### src/rtl/gencon_pkg.sv
// gencon_pkg: shared types and helpers for the gencon calculator controller.
//   state_t      : FSM state encoding (also driven onto tb_current_state)
//   OP_*         : keypad operator level codes
//   ALU_*        : compact 2-bit operation latched for the ALU
//   MAX_MAG      : largest displayable magnitude
//   accumulate   : decimal digit accumulation with entry clamp
//   entry_display: sign-magnitude view of an operand being entered
package gencon_pkg;

  typedef enum logic [2:0] {
    ENTER_A  = 3'd0,
    OP_LATCH = 3'd1,
    CLEAR_B  = 3'd2,
    ENTER_B  = 3'd3,
    COMPUTE  = 3'd4,
    DONE     = 3'd5
  } state_t;

  localparam logic [2:0] OP_NONE = 3'b000;
  localparam logic [2:0] OP_NEG  = 3'b001;
  localparam logic [2:0] OP_ADD  = 3'b010;
  localparam logic [2:0] OP_SUB  = 3'b011;
  localparam logic [2:0] OP_MUL  = 3'b100;

  localparam logic [1:0] ALU_ADD = 2'd0;
  localparam logic [1:0] ALU_SUB = 2'd1;
  localparam logic [1:0] ALU_MUL = 2'd2;

  localparam int MAX_MAG = 32767;

  // Entry magnitudes stop at 32768 so that -32768 is reachable; a positive
  // operand of 32768 is later treated as 32767.
  localparam logic [16:0] ENTRY_CLAMP = 17'd32768;

  function automatic logic [16:0] accumulate(input logic [16:0] mag,
                                             input logic [3:0]  digit);
    logic [20:0] wide;
    wide = {4'd0, mag} * 21'd10 + {17'd0, digit};
    if (wide > {4'd0, ENTRY_CLAMP}) begin
      return ENTRY_CLAMP;
    end
    return wide[16:0];
  endfunction

  // A clamped magnitude of 32768 cannot fit 15 bits; show it as 0x7FFF.
  function automatic logic [15:0] entry_display(input logic        sign,
                                                input logic [16:0] mag);
    if (mag >= ENTRY_CLAMP) begin
      return {sign, 15'h7FFF};
    end
    return {sign, mag[14:0]};
  endfunction

  function automatic logic [1:0] to_alu_op(input logic [2:0] code);
    case (code)
      OP_SUB:  return ALU_SUB;
      OP_MUL:  return ALU_MUL;
      default: return ALU_ADD;
    endcase
  endfunction

endpackage

### src/rtl/gencon_alu.sv
// gencon_alu: combinational signed add/subtract/multiply of two
// sign-magnitude operands, saturated to +/-MAX_MAG, sign-magnitude result.
//   op     in  2   ALU_ADD / ALU_SUB / ALU_MUL
//   sign_a in  1   operand A sign
//   mag_a  in  17  operand A magnitude (0..32768)
//   sign_b in  1   operand B sign
//   mag_b  in  17  operand B magnitude (0..32768)
//   result out 16  {sign, magnitude[14:0]}; zero is always +0
module gencon_alu
  import gencon_pkg::*;
(
  input  logic [1:0]  op,
  input  logic        sign_a,
  input  logic [16:0] mag_a,
  input  logic        sign_b,
  input  logic [16:0] mag_b,
  output logic [15:0] result
);

  logic signed [31:0] val_a;
  logic signed [31:0] val_b;
  logic signed [31:0] raw;

  // Negative operands may reach -32768; positive ones cap at +32767.
  function automatic logic signed [31:0] operand(input logic        sign,
                                                 input logic [16:0] mag);
    if (sign) begin
      return -$signed({15'd0, mag});
    end
    if (mag > 17'd32767) begin
      return 32'sd32767;
    end
    return $signed({15'd0, mag});
  endfunction

  always_comb begin
    val_a = operand(sign_a, mag_a);
    val_b = operand(sign_b, mag_b);
    case (op)
      ALU_ADD: raw = val_a + val_b;
      ALU_SUB: raw = val_a - val_b;
      default: raw = val_a * val_b;  // |product| <= 2^30, fits 32 bits
    endcase

    if (raw > 32'sd32767) begin
      result = {1'b0, 15'h7FFF};
    end else if (raw < -32'sd32767) begin
      result = {1'b1, 15'h7FFF};
    end else if (raw < 0) begin
      result = {1'b1, 15'(-raw)};
    end else begin
      result = {1'b0, raw[14:0]};
    end
  end

endmodule

### src/rtl/gencon.sv
// gencon: sign-magnitude 16-bit calculator controller.
//   clk              in  1   rising-edge clock
//   nRST             in  1   synchronous active-low reset
//   keypad_input     in  4   digit 0-9, valid with read_input
//   read_input       in  1   one-cycle digit strobe
//   operator_input   in  3   level operator code (OP_*)
//   equal_input      in  1   compute request, level-sampled in ENTER_B
//   complete         out 1   one-cycle pulse in DONE, result valid
//   display_output   out 16  sign-magnitude display bus
//   tb_current_state out 3   current FSM state (state_t)
//
// Handshake: read_input is a single-cycle valid strobe with no ready; a
// digit is consumed on the edge where read_input=1 only in ENTER_A/ENTER_B,
// otherwise it is dropped. A digit strobe masks any operator code in the
// same cycle. complete is a single-cycle valid with no ready: the consumer
// must take display_output in the cycle complete=1 (it also holds after).
module gencon
  import gencon_pkg::*;
(
  input  logic        clk,
  input  logic        nRST,
  input  logic [3:0]  keypad_input,
  input  logic        read_input,
  input  logic [2:0]  operator_input,
  input  logic        equal_input,
  output logic        complete,
  output logic [15:0] display_output,
  output logic [2:0]  tb_current_state
);

  state_t      state_q;
  state_t      state_d;
  logic [16:0] opA_mag;
  logic [16:0] opB_mag;
  logic        signA;
  logic        signB;
  logic [1:0]  op;
  logic [15:0] result;
  logic [15:0] alu_result;
  // Set after reset/DONE: the next entry action on A starts a new operand
  // and the display keeps showing the previous result until then.
  logic        fresh;

  logic digit_ok;
  logic toggle;
  logic op_req;

  assign digit_ok = read_input && (keypad_input <= 4'd9);
  assign toggle   = !read_input && (operator_input == OP_NEG);
  assign op_req   = !read_input && ((operator_input == OP_ADD) ||
                                    (operator_input == OP_SUB) ||
                                    (operator_input == OP_MUL));

  assign tb_current_state = state_q;

  gencon_alu u_alu (
    .op     (op),
    .sign_a (signA),
    .mag_a  (opA_mag),
    .sign_b (signB),
    .mag_b  (opB_mag),
    .result (alu_result)
  );

  always_ff @(posedge clk) begin
    if (!nRST) begin
      state_q <= ENTER_A;
    end else begin
      state_q <= state_d;
    end
  end

  always_comb begin
    state_d        = state_q;
    complete       = 1'b0;
    display_output = result;
    case (state_q)
      ENTER_A: begin
        if (op_req) begin
          state_d = OP_LATCH;
        end
        if (!fresh) begin
          display_output = entry_display(signA, opA_mag);
        end
      end
      OP_LATCH: begin
        state_d        = CLEAR_B;
        display_output = entry_display(signA, opA_mag);
      end
      CLEAR_B: begin
        state_d        = ENTER_B;
        display_output = entry_display(signA, opA_mag);
      end
      ENTER_B: begin
        if (equal_input) begin
          state_d = COMPUTE;
        end
        display_output = entry_display(signB, opB_mag);
      end
      COMPUTE: begin
        state_d        = DONE;
        display_output = entry_display(signB, opB_mag);
      end
      DONE: begin
        state_d  = ENTER_A;
        complete = 1'b1;
      end
      default: begin
        state_d = ENTER_A;
      end
    endcase
  end

  always_ff @(posedge clk) begin
    if (!nRST) begin
      opA_mag <= '0;
      opB_mag <= '0;
      signA   <= 1'b0;
      signB   <= 1'b0;
      op      <= ALU_ADD;
      result  <= '0;
      fresh   <= 1'b1;
    end else begin
      case (state_q)
        ENTER_A: begin
          if (digit_ok) begin
            opA_mag <= accumulate(fresh ? 17'd0 : opA_mag, keypad_input);
            if (fresh) begin
              signA <= 1'b0;
            end
            fresh <= 1'b0;
          end else if (toggle) begin
            // A toggle also starts a new operand, so "-, 2, 5" gives -25.
            if (fresh) begin
              opA_mag <= '0;
              signA   <= 1'b1;
            end else begin
              signA <= ~signA;
            end
            fresh <= 1'b0;
          end else if (op_req) begin
            op <= to_alu_op(operator_input);
          end
        end
        CLEAR_B: begin
          opB_mag <= '0;
          signB   <= 1'b0;
        end
        ENTER_B: begin
          if (digit_ok) begin
            opB_mag <= accumulate(opB_mag, keypad_input);
          end else if (toggle) begin
            signB <= ~signB;
          end
        end
        COMPUTE: begin
          result <= alu_result;
        end
        DONE: begin
          fresh <= 1'b1;
        end
        default: begin
        end
      endcase
    end
  end

endmodule

### config.mk
export PLATFORM = sky130hd
export DESIGN_NAME = gencon
export DESIGN_NICKNAME = d
export VERILOG_FILES = /design/src/rtl/gencon_pkg.sv /design/src/rtl/gencon_alu.sv /design/src/rtl/gencon.sv
export SDC_FILE = /design/constraint.sdc
export NUM_CORES = 1
export LEC_CHECK = 0
export ABC_AREA = 1
export CAP_MARGIN = 20
export CORE_ASPECT_RATIO = 1.25
export CORE_MARGIN = 2
export CORE_UTILIZATION = 45
export CTS_BUF_LIST = sky130_fd_sc_hd__clkbuf_8
export CTS_CLUSTER_SIZE = 30
export DETAILED_ROUTE_END_ITERATION = 7
export RECOVER_POWER = 100
export SETUP_SLACK_MARGIN = 0.2
export SYNTH_ARGS = -nofsm -noshare
export SYNTH_HDL_FRONTEND = slang
export SYNTH_SLANG_ARGS = --single-unit
export TNS_END_PERCENT = 1
### constraint.sdc
create_clock -name clk -period 15.41 [get_ports clk]
set_input_delay 2.3115 -clock clk [delete_from_list [all_inputs] [get_ports clk]]
set_output_delay 2.3115 -clock clk [all_outputs]
set_load 0.02 [all_outputs]
==> results.yml, run 1 <==
cts:
  numCtsBuffers: 9
  cts.path.max_buffers: 2
  tritoncts: "built"
  cts.clk_slew.worst_paths_ns: 0.09
  cts_setup_buffers: 0
  clk_latency_ns: 0.39
  post_cts_resized: 0
  cts_hold_repair.buffers: 0
  htree_levels: 3
  cts.sinks: 58
  cts_root_buf: "clkbuf_8"
place:
  place_congestion: 0.979
  dp_hpwl_um: 73400
  dp_cells: 4611
  place_area_um2: 27500
  port_buffers: 30
  pre_cts_ws_ns: 4.20
setup_path:
  path_class: "flip-flop to flip-flop"
  crit_path_max_fanout: 31
  worst_ep_required_time_ns: 15.69
  arrival_ns: 12.82
  rr_worst_depth: 46
  critical_path.max_stage_delay_ns: 1.42
  startpoint_type: "flip-flop"
  critical-path-slowest-cell: "clkbuf_1"
  end_kind: "flip-flop"
yosys:
  synth-warning-count: 0
  synth_cell_types: 56
  synth_cells: 3895
  synth_area_per_cell_um2: 6.77
  yosys.area.top_type: "fa_1"
  synth_flop_cell: "dfxtp_1"
  yosys-top-cells-area: "fa_1 31%, inv_1 13%, ha_1 12%, nand2_1 11%, nor2_1 7.3%"
  synth.ff_latch_count: 58
  ys_seq_area_share_pct: 4.40
  async_reset_ff_share_pct: 0
  syn_nets: 4571
  syn_area_um2: 26400
  synth_edf_count: 0
  synth.top_cell.area_share_pct: 31.4
pwr:
  peakVddDrop_v: 0.0000642
  total_leakage_power_nw: 15.1
  fin_total_pwr_mw: 1.40
  powerDensity_nw_per_um2: 50.4
die:
  dieArea_um2: 60600
  core-area_um2: 58200
  die_y_um: 275
  row_count: 99
  pin_count: 31
  initial_utilization_pct: 45.3
  die_x_um: 221
worst_hold_path:
  min-delay-path-class: "flip-flop to flip-flop"
  hold_depth: 2
sta:
  hold_viol: 0
  setup-tns-final_ns: 0
  maxSlewViolCount: 86
  final-setup-viol-count: 0
  rsz0062_at_grt: "false"
  fin_crit_sh_pct: 81.4
  finalCriticalPeriod_ns: 12.54
  worst_pin_slew_ns: 2.41
  max_freq_ghz: 0.0797
  maxSlewHeadroom_pct: -60.6
  skew_ns: 0.0167
  hold-worst-slack_ns: 0.473
  worst_slack_ns: 2.87
cells_and_area:
  final_common_cell: "inv_1"
  nNetsFinal: 4546
  fill_cells: 6255
  fin_util_pct: 47.7
  area_growth_pct: 5.22
  layout_common_cells: "904 x inv_1, 798 x nand2_1, 514 x nor2_1"
  finalInstanceArea_um2: 27700
  stdcell_count: 4632
  num_antenna_cells: 0
  drive_gt1_share_pct: 3.41
detailed_routing:
  avgViaCountPerCell: 5.28
  drtPass1Iterations: 8
  num_vias: 24500
  drt-initial-drc-count: 1844
  drc: 0
  routedWlPerCell_um: 19.1
  antenna_left: 0
  routed_wirelength_um: 88500
outcome:
  violations: "capacitance limit, slew limit"
  status: "finished with violations"
global_route:
  grt_max_degree: 54
  grt_pass1_vias: 25000
  grt_pass1_wl_um: 139000
  grt-ovfl-total: 0
  track_usage_pct: 30.3
  antenna_found_initial: 0
flow_run:
  drv_cap: 2
[flip-flops by register name (all words and copies together) (netlist names)]
| name | count |
|---|---|
| opA_mag | 17 |
| opB_mag | 17 |
| result | 16 |
| tb_current_state | 3 |
| op | 2 |
| fresh | 1 |
| signA | 1 |
| signB | 1 |
[critical path, delay by kind of cell (launching register included)]
kind	cells	cell delay, ns
compound gates	2	0.21
fa+ha+maj	10	4.53
buf+inv	12	3.39
flops	1	0.38
simple gates	22	3.92
[power breakdown]
group / total [mW] / switching, mW / internal, mW / leakage [nW]
clock network: 0.149 / 0.0732 / 0.0755 / 0.0885
registers: 0.158 / 0.00414 / 0.154 / 0.469
logic: 1.09 / 0.792 / 0.298 / 14.5
[logic make-up (layout without fill, tap and decap cells)]
kind of cell,after synthesis,count (layout),synth area share [%]
buffers and inverters,1032,1012,14.9
AOI/OAI and AO/OA,365,365,7.76
xor gates and xnor gates,96,96,3.19
DFF,58,58,4.40
adders and majority gates,665,665,43.3
and+or+nand+nor,1679,1679,26.5
[cell type report]
class | instances | area [um^2] | share of cell area [%]
multi-input cells | 2805 | 21300 | 76.7
inverters | 919 | 3450 | 12.4
flip-flops and latches | 58 | 1160 | 4.18
well taps | 757 | 947 | 3.41
repair buffers | 77 | 693 | 2.50
clock buffers | 9 | 124 | 0.446
clock inverters | 7 | 77.6 | 0.280
[metal layers]
layer	global-route usage (%)	vias up	share of wire (%)
met3	3.33	219	5.3
met2	54.1	708	50
met1	35.9	11800	38
met4	15.0	0	5.7
li1	-	11700	-
met5	0	-	0
[cells in the mapped netlist (5+ instances only)]
library cell	n
inv_1	904
nand2_1	798
nor2_1	513
fa_1	413
ha_1	252
nand3_1	222
a21oi_1	164
o21ai_0	111
clkbuf_1	76
xor2_1	71
dfxtp_1	58
nand4_1	42
nor3_1	27
xnor2_1	25
buf_2	19
nand2_2	16
o21ai_1	16
o221ai_1	14
nand3b_1	13
buf_1	12
or2_2	12
nor2_2	11
a31oi_1	9
inv_2	8
a211oi_1	7
clkinv_1	7
nor4_1	7
o211ai_1	6
a21o_1	5
a21oi_2	5
[final timing paths]
kind	slack (ns)	endpoint	startpoint
setup / recovery	2.87	result[5]$_SDFFE_PN0P_	opB_mag[0]$_SDFFE_PN0P_
hold / removal	0.47	opA_mag[16]$_SDFFE_PN0P_	opA_mag[16]$_SDFFE_PN0P_
setup reg to reg	2.87	result[5]$_SDFFE_PN0P_	opB_mag[0]$_SDFFE_PN0P_
hold reg to reg	0.47	opA_mag[16]$_SDFFE_PN0P_	opA_mag[16]$_SDFFE_PN0P_
No activity file was read; power rests on OpenSTA's default activity.
==> run 2: changes to the inputs <==
- clock period: 15.41 -> 12.6 ns (I/O delays scaled with it)
==> results.yml, run 2 (synthesized netlist as in run 1, its figures left out) <==
flow_run:
  drv_cap: 1
cells_and_area:
  fill_cells: 6218
  area_growth_pct: 5.17
  largestRegisters: "opA_mag (17), opB_mag (17), result (16)"
  nNetsFinal: 4548
  drive_gt1_share_pct: 3.51
  fin_util_pct: 47.6
  final_common_cell: "inv_1"
  layout_common_cells: "904 x inv_1, 799 x nand2_1, 514 x nor2_1"
cts:
  cts.sinks: 58
  numCtsBuffers: 9
  post_cts_resized: 0
  cts.path.max_buffers: 2
  cts.clk_slew.worst_paths_ns: 0.07
  tritoncts: "built"
  cts_hold_repair.buffers: 0
  cts_root_buf: "clkbuf_8"
  htree_levels: 3
  clk_latency_ns: 0.39
  cts_setup_buffers: 0
setup_path:
  timing.rr.start: "opA_mag[0]$_SDFFE_PN0P_"
  startpoint: "opA_mag[0]$_SDFFE_PN0P_"
  startpoint_type: "flip-flop"
  cp.depth: 44
  arrival_ns: 11.72
  rr_worst_depth: 44
  critical_path.max_stage_delay_ns: 0.85
  r2r_end: "result[14]$_SDFFE_PN0P_"
  worst-path-buf-inv: 11
  crit_top_cell: "inv_1"
  worst_ep_required_time_ns: 12.89
  endpoint: "result[14]$_SDFFE_PN0P_"
  end_kind: "flip-flop"
  rrSetupSlack_ns: 1.16
  critical-path-slowest-cell: "nor2_1"
  cp_top_family: "adder cells"
  path_class: "flip-flop to flip-flop"
  crit_path_max_fanout: 18
worst_hold_path:
  min-delay-path-class: "flip-flop to flip-flop"
sta:
  maxSlewHeadroom_pct: -61.1
  skew_ns: 0.0152
  worst_pin_slew_ns: 2.42
  final-setup-viol-count: 0
  finalCriticalPeriod_ns: 11.44
  worst_slack_ns: 1.16
  rsz0062_at_grt: "false"
  hold_viol: 0
  maxSlewViolCount: 54
  hold-worst-slack_ns: 0.466
  fin_crit_sh_pct: 90.8
  max_freq_ghz: 0.0874
  setup-tns-final_ns: 0
die:
  pin_count: 31
  die_x_um: 221
  initial_utilization_pct: 45.3
  core-area_um2: 58200
  dieArea_um2: 60600
  row_count: 99
  die_y_um: 275
pwr:
  fin_total_pwr_mw: 1.67
  powerDensity_nw_per_um2: 60.1
  total_leakage_power_nw: 15.1
  peakVddDrop_v: 0.0000571
global_route:
  grt_max_degree: 54
  grt_pass1_wl_um: 137000
  grt_pass1_vias: 24500
  grt-ovfl-total: 0
  track_usage_pct: 29.8
  antenna_found_initial: 1
detailed_routing:
  routedWlPerCell_um: 18.9
  routed_wirelength_um: 87500
  drtPass1Iterations: 5
  num_vias: 24400
  drt-initial-drc-count: 1618
  antenna_left: 0
  drc: 0
  avgViaCountPerCell: 5.26
place:
  pre_cts_ws_ns: 1.65
  dp_hpwl_um: 73400
  place_congestion: 0.971
  port_buffers: 30
outcome:
  violations: "capacitance limit, slew limit"
  status: "finished with violations"
==> run 2: routing by layer <==
metal  GRT usage [%]  vias to the layer above  share of wire, %
met2            52.2                      735                50
met5               0                        -                 0
met3            3.34                      185               5.5
met4            15.4                        0               5.9
met1            36.0                    11700                39
li1                -                    11700                 -
==> run 2: tightest hold or removal path, stage by stage (launching register included) <==
cell,delay (ns)
dfxtp_1,0.33
nand2_1,0.07
nor2_1,0.03
==> run 2: stage by stage <==
stage / instance area [um^2] / std cells
after global routing: 27700 / 4635
after detailed placement: 27500 / 4615
after global placement: 27500 / 4615
after CTS: 27700 / 4631
final: 27700 / 4635
after floorplan: 26400 / 3895
==> run 2: final cells by class <==
| class | instances | area (um^2) | share of cell area (%) |
|---|---|---|---|
| diodes | 1 | 2.50 | 0.00902 |
| clock buffers | 9 | 124 | 0.447 |
| clock inverters | 7 | 55.1 | 0.199 |
| inverters | 919 | 3450 | 12.4 |
| multi-input cells | 2805 | 21300 | 76.8 |
| flip-flops and latches | 58 | 1160 | 4.19 |
| well taps | 757 | 947 | 3.42 |
| repair buffers | 79 | 692 | 2.49 |
==> run 2: worst min path at each step <==
stage,start,to,slack (ns),cells after the start
2_1_floorplan,op[0]$_SDFFE_PN0P_,op[0]$_SDFFE_PN0P_,0.44,2
3_3_place_gp,opA_mag[16]$_SDFFE_PN0P_,opA_mag[16]$_SDFFE_PN0P_,0.46,2
3_5_place_dp,opA_mag[16]$_SDFFE_PN0P_,opA_mag[16]$_SDFFE_PN0P_,0.46,2
4_1_cts,opA_mag[16]$_SDFFE_PN0P_,opA_mag[16]$_SDFFE_PN0P_,0.47,2
5_1_grt,op[0]$_SDFFE_PN0P_,op[0]$_SDFFE_PN0P_,0.50,2
6_report,opA_mag[16]$_SDFFE_PN0P_,opA_mag[16]$_SDFFE_PN0P_,0.47,2
==> run 2: power by group <==
group | switching, mW | internal [mW] | total [mW] | leakage, nW
Combinational | 0.947 | 0.364 | 1.31 | 14.5
Sequential | 0.00519 | 0.188 | 0.194 | 0.469
Clock | 0.0903 | 0.0722 | 0.162 | 0.0858
==> run 3: changes to the inputs <==
- CORE_ASPECT_RATIO: 1.25 -> default
- GPL_TIMING_DRIVEN: default -> 1
==> results.yml, run 3 (synthesized netlist as in run 1, its figures left out) <==
outcome:
  status: "finished with violations"
  violations: "DRC, capacitance limit, slew limit"
global_route:
  grt-ovfl-total: 0
  grt_pass1_wl_um: 136000
  grt_max_degree: 39
  track_usage_pct: 29.3
  grt_pass1_vias: 24200
  antenna_found_initial: 0
sta:
  hold_viol: 0
  max_freq_ghz: 0.0877
  finalCriticalPeriod_ns: 11.40
  rsz0062_at_grt: "false"
  hold-worst-slack_ns: 0.480
  final-setup-viol-count: 0
  fin_crit_sh_pct: 90.5
  maxSlewHeadroom_pct: -6.04
  worst_pin_slew_ns: 1.59
  maxSlewViolCount: 37
  worst_slack_ns: 1.20
  skew_ns: 0.0137
  setup-tns-final_ns: 0
setup_path:
  crit_top_cell: "inv_1"
  critical_path.max_stage_delay_ns: 0.95
  startpoint_type: "flip-flop"
  rrSetupSlack_ns: 1.20
  arrival_ns: 11.64
  critical-path-slowest-cell: "nor2_1"
  worst_ep_required_time_ns: 12.84
  crit_path_max_fanout: 18
  path_class: "flip-flop to flip-flop"
  end_kind: "flip-flop"
detailed_routing:
  avgViaCountPerCell: 5.26
  routed_wirelength_um: 86800
  drt-initial-drc-count: 1941
  routedWlPerCell_um: 18.7
  antenna_left: 0
  num_vias: 24400
  drtPass1Iterations: 8
  drc: 1
pwr:
  fin_total_pwr_mw: 1.73
  total_leakage_power_nw: 15.1
  p_clk_share_pct: 12.1
  swShare_pct: 60.9
  combinationalPowerShare_pct: 76.8
  sequentialPowerShare_pct: 11.1
  p_int_uw: 676
  switching_power_mw: 1.05
  powerDensity_nw_per_um2: 62.3
  peakVddDrop_v: 0.0000587
cts:
  cts_setup_buffers: 0
  clk_latency_ns: 0.35
  cts.path.max_buffers: 2
  cts.sinks: 58
  post_cts_resized: 0
  numCtsBuffers: 9
  tritoncts: "built"
  cts_root_buf: "clkbuf_8"
  cts_hold_repair.buffers: 0
  htree_levels: 3
  cts.clk_slew.worst_paths_ns: 0.08
cells_and_area:
  nNetsFinal: 4549
  stdcell_count: 4643
  fin_util_pct: 48.1
  layout_common_cells: "904 x inv_1, 799 x nand2_1, 514 x nor2_1"
  area_growth_pct: 5.34
  drive_gt1_share_pct: 3.53
  finalInstanceArea_um2: 27800
  largestRegisters: "opA_mag (17), opB_mag (17), result (16)"
  num_antenna_cells: 0
  final_common_cell: "inv_1"
die:
  initial_utilization_pct: 45.6
  row_count: 88
  core-area_um2: 57800
  pin_count: 31
  die_y_um: 246
  die_x_um: 246
  dieArea_um2: 60600
place:
  dp_cells: 4626
  port_buffers: 30
  place_area_um2: 27500
  pre_cts_ws_ns: 1.63
  place_congestion: 0.989
  dp_hpwl_um: 71300
flow_run:
  drv_cap: 1
worst_hold_path:
  min-delay-path-class: "flip-flop to flip-flop"
run 3: cell count changes in the layout (fill, tap and decap cells not counted), moves of 2 or more:
cell | before | now
buf_4 | 46 | 49
bufinv_16 | 0 | 2
clkbuf_8 | 9 | 11
clkinv_4 | 3 | 1
run 3: layout make-up:
cell class	instances	area, um^2
timing repair buffer	80	672
inverter	919	3450
multi-input combinational	2805	21300
clock buffer	11	151
clock inverter	5	85.1
sequential	58	1160
tap	765	957
fill	6115	30000
run 3: critical path, delay by kind of cell, from the launching register on:
family                     cells  cell delay, ns
adders and majority gates     11            4.77
buffers and inverters         11            1.45
and+or+nand+nor               16            3.47
DFF                            1            0.43
AOI/OAI and AO/OA              6            1.17
run 3: per-layer routing:
metal  track usage [%]  vias up  routed length, um
met5                 0        -                  0
li1                  -    11700                  -
met1              37.8    11700              36100
met4              11.1        0               3880
met2              49.8      803              40700
met3              3.86      177               6050
run 3: power groups by stage:
stage	clock network, mW	logic [mW]	registers (mW)
2_1_floorplan	0	0.890	0.198
3_3_place_gp	0	1.30	0.197
3_5_place_dp	0	1.29	0.197
4_1_cts	0.211	1.30	0.193
5_1_grt	0.217	1.45	0.193
6_report	0.208	1.33	0.193
run 3: worst paths after layout:
check,from,to,depth (start not counted)
max,opA_mag[0]$_SDFFE_PN0P_,result[0]$_SDFFE_PN0P_,44
min reg2reg,opA_mag[16]$_SDFFE_PN0P_,opA_mag[16]$_SDFFE_PN0P_,2
min,opA_mag[16]$_SDFFE_PN0P_,opA_mag[16]$_SDFFE_PN0P_,2
max reg2reg,opA_mag[0]$_SDFFE_PN0P_,result[0]$_SDFFE_PN0P_,44
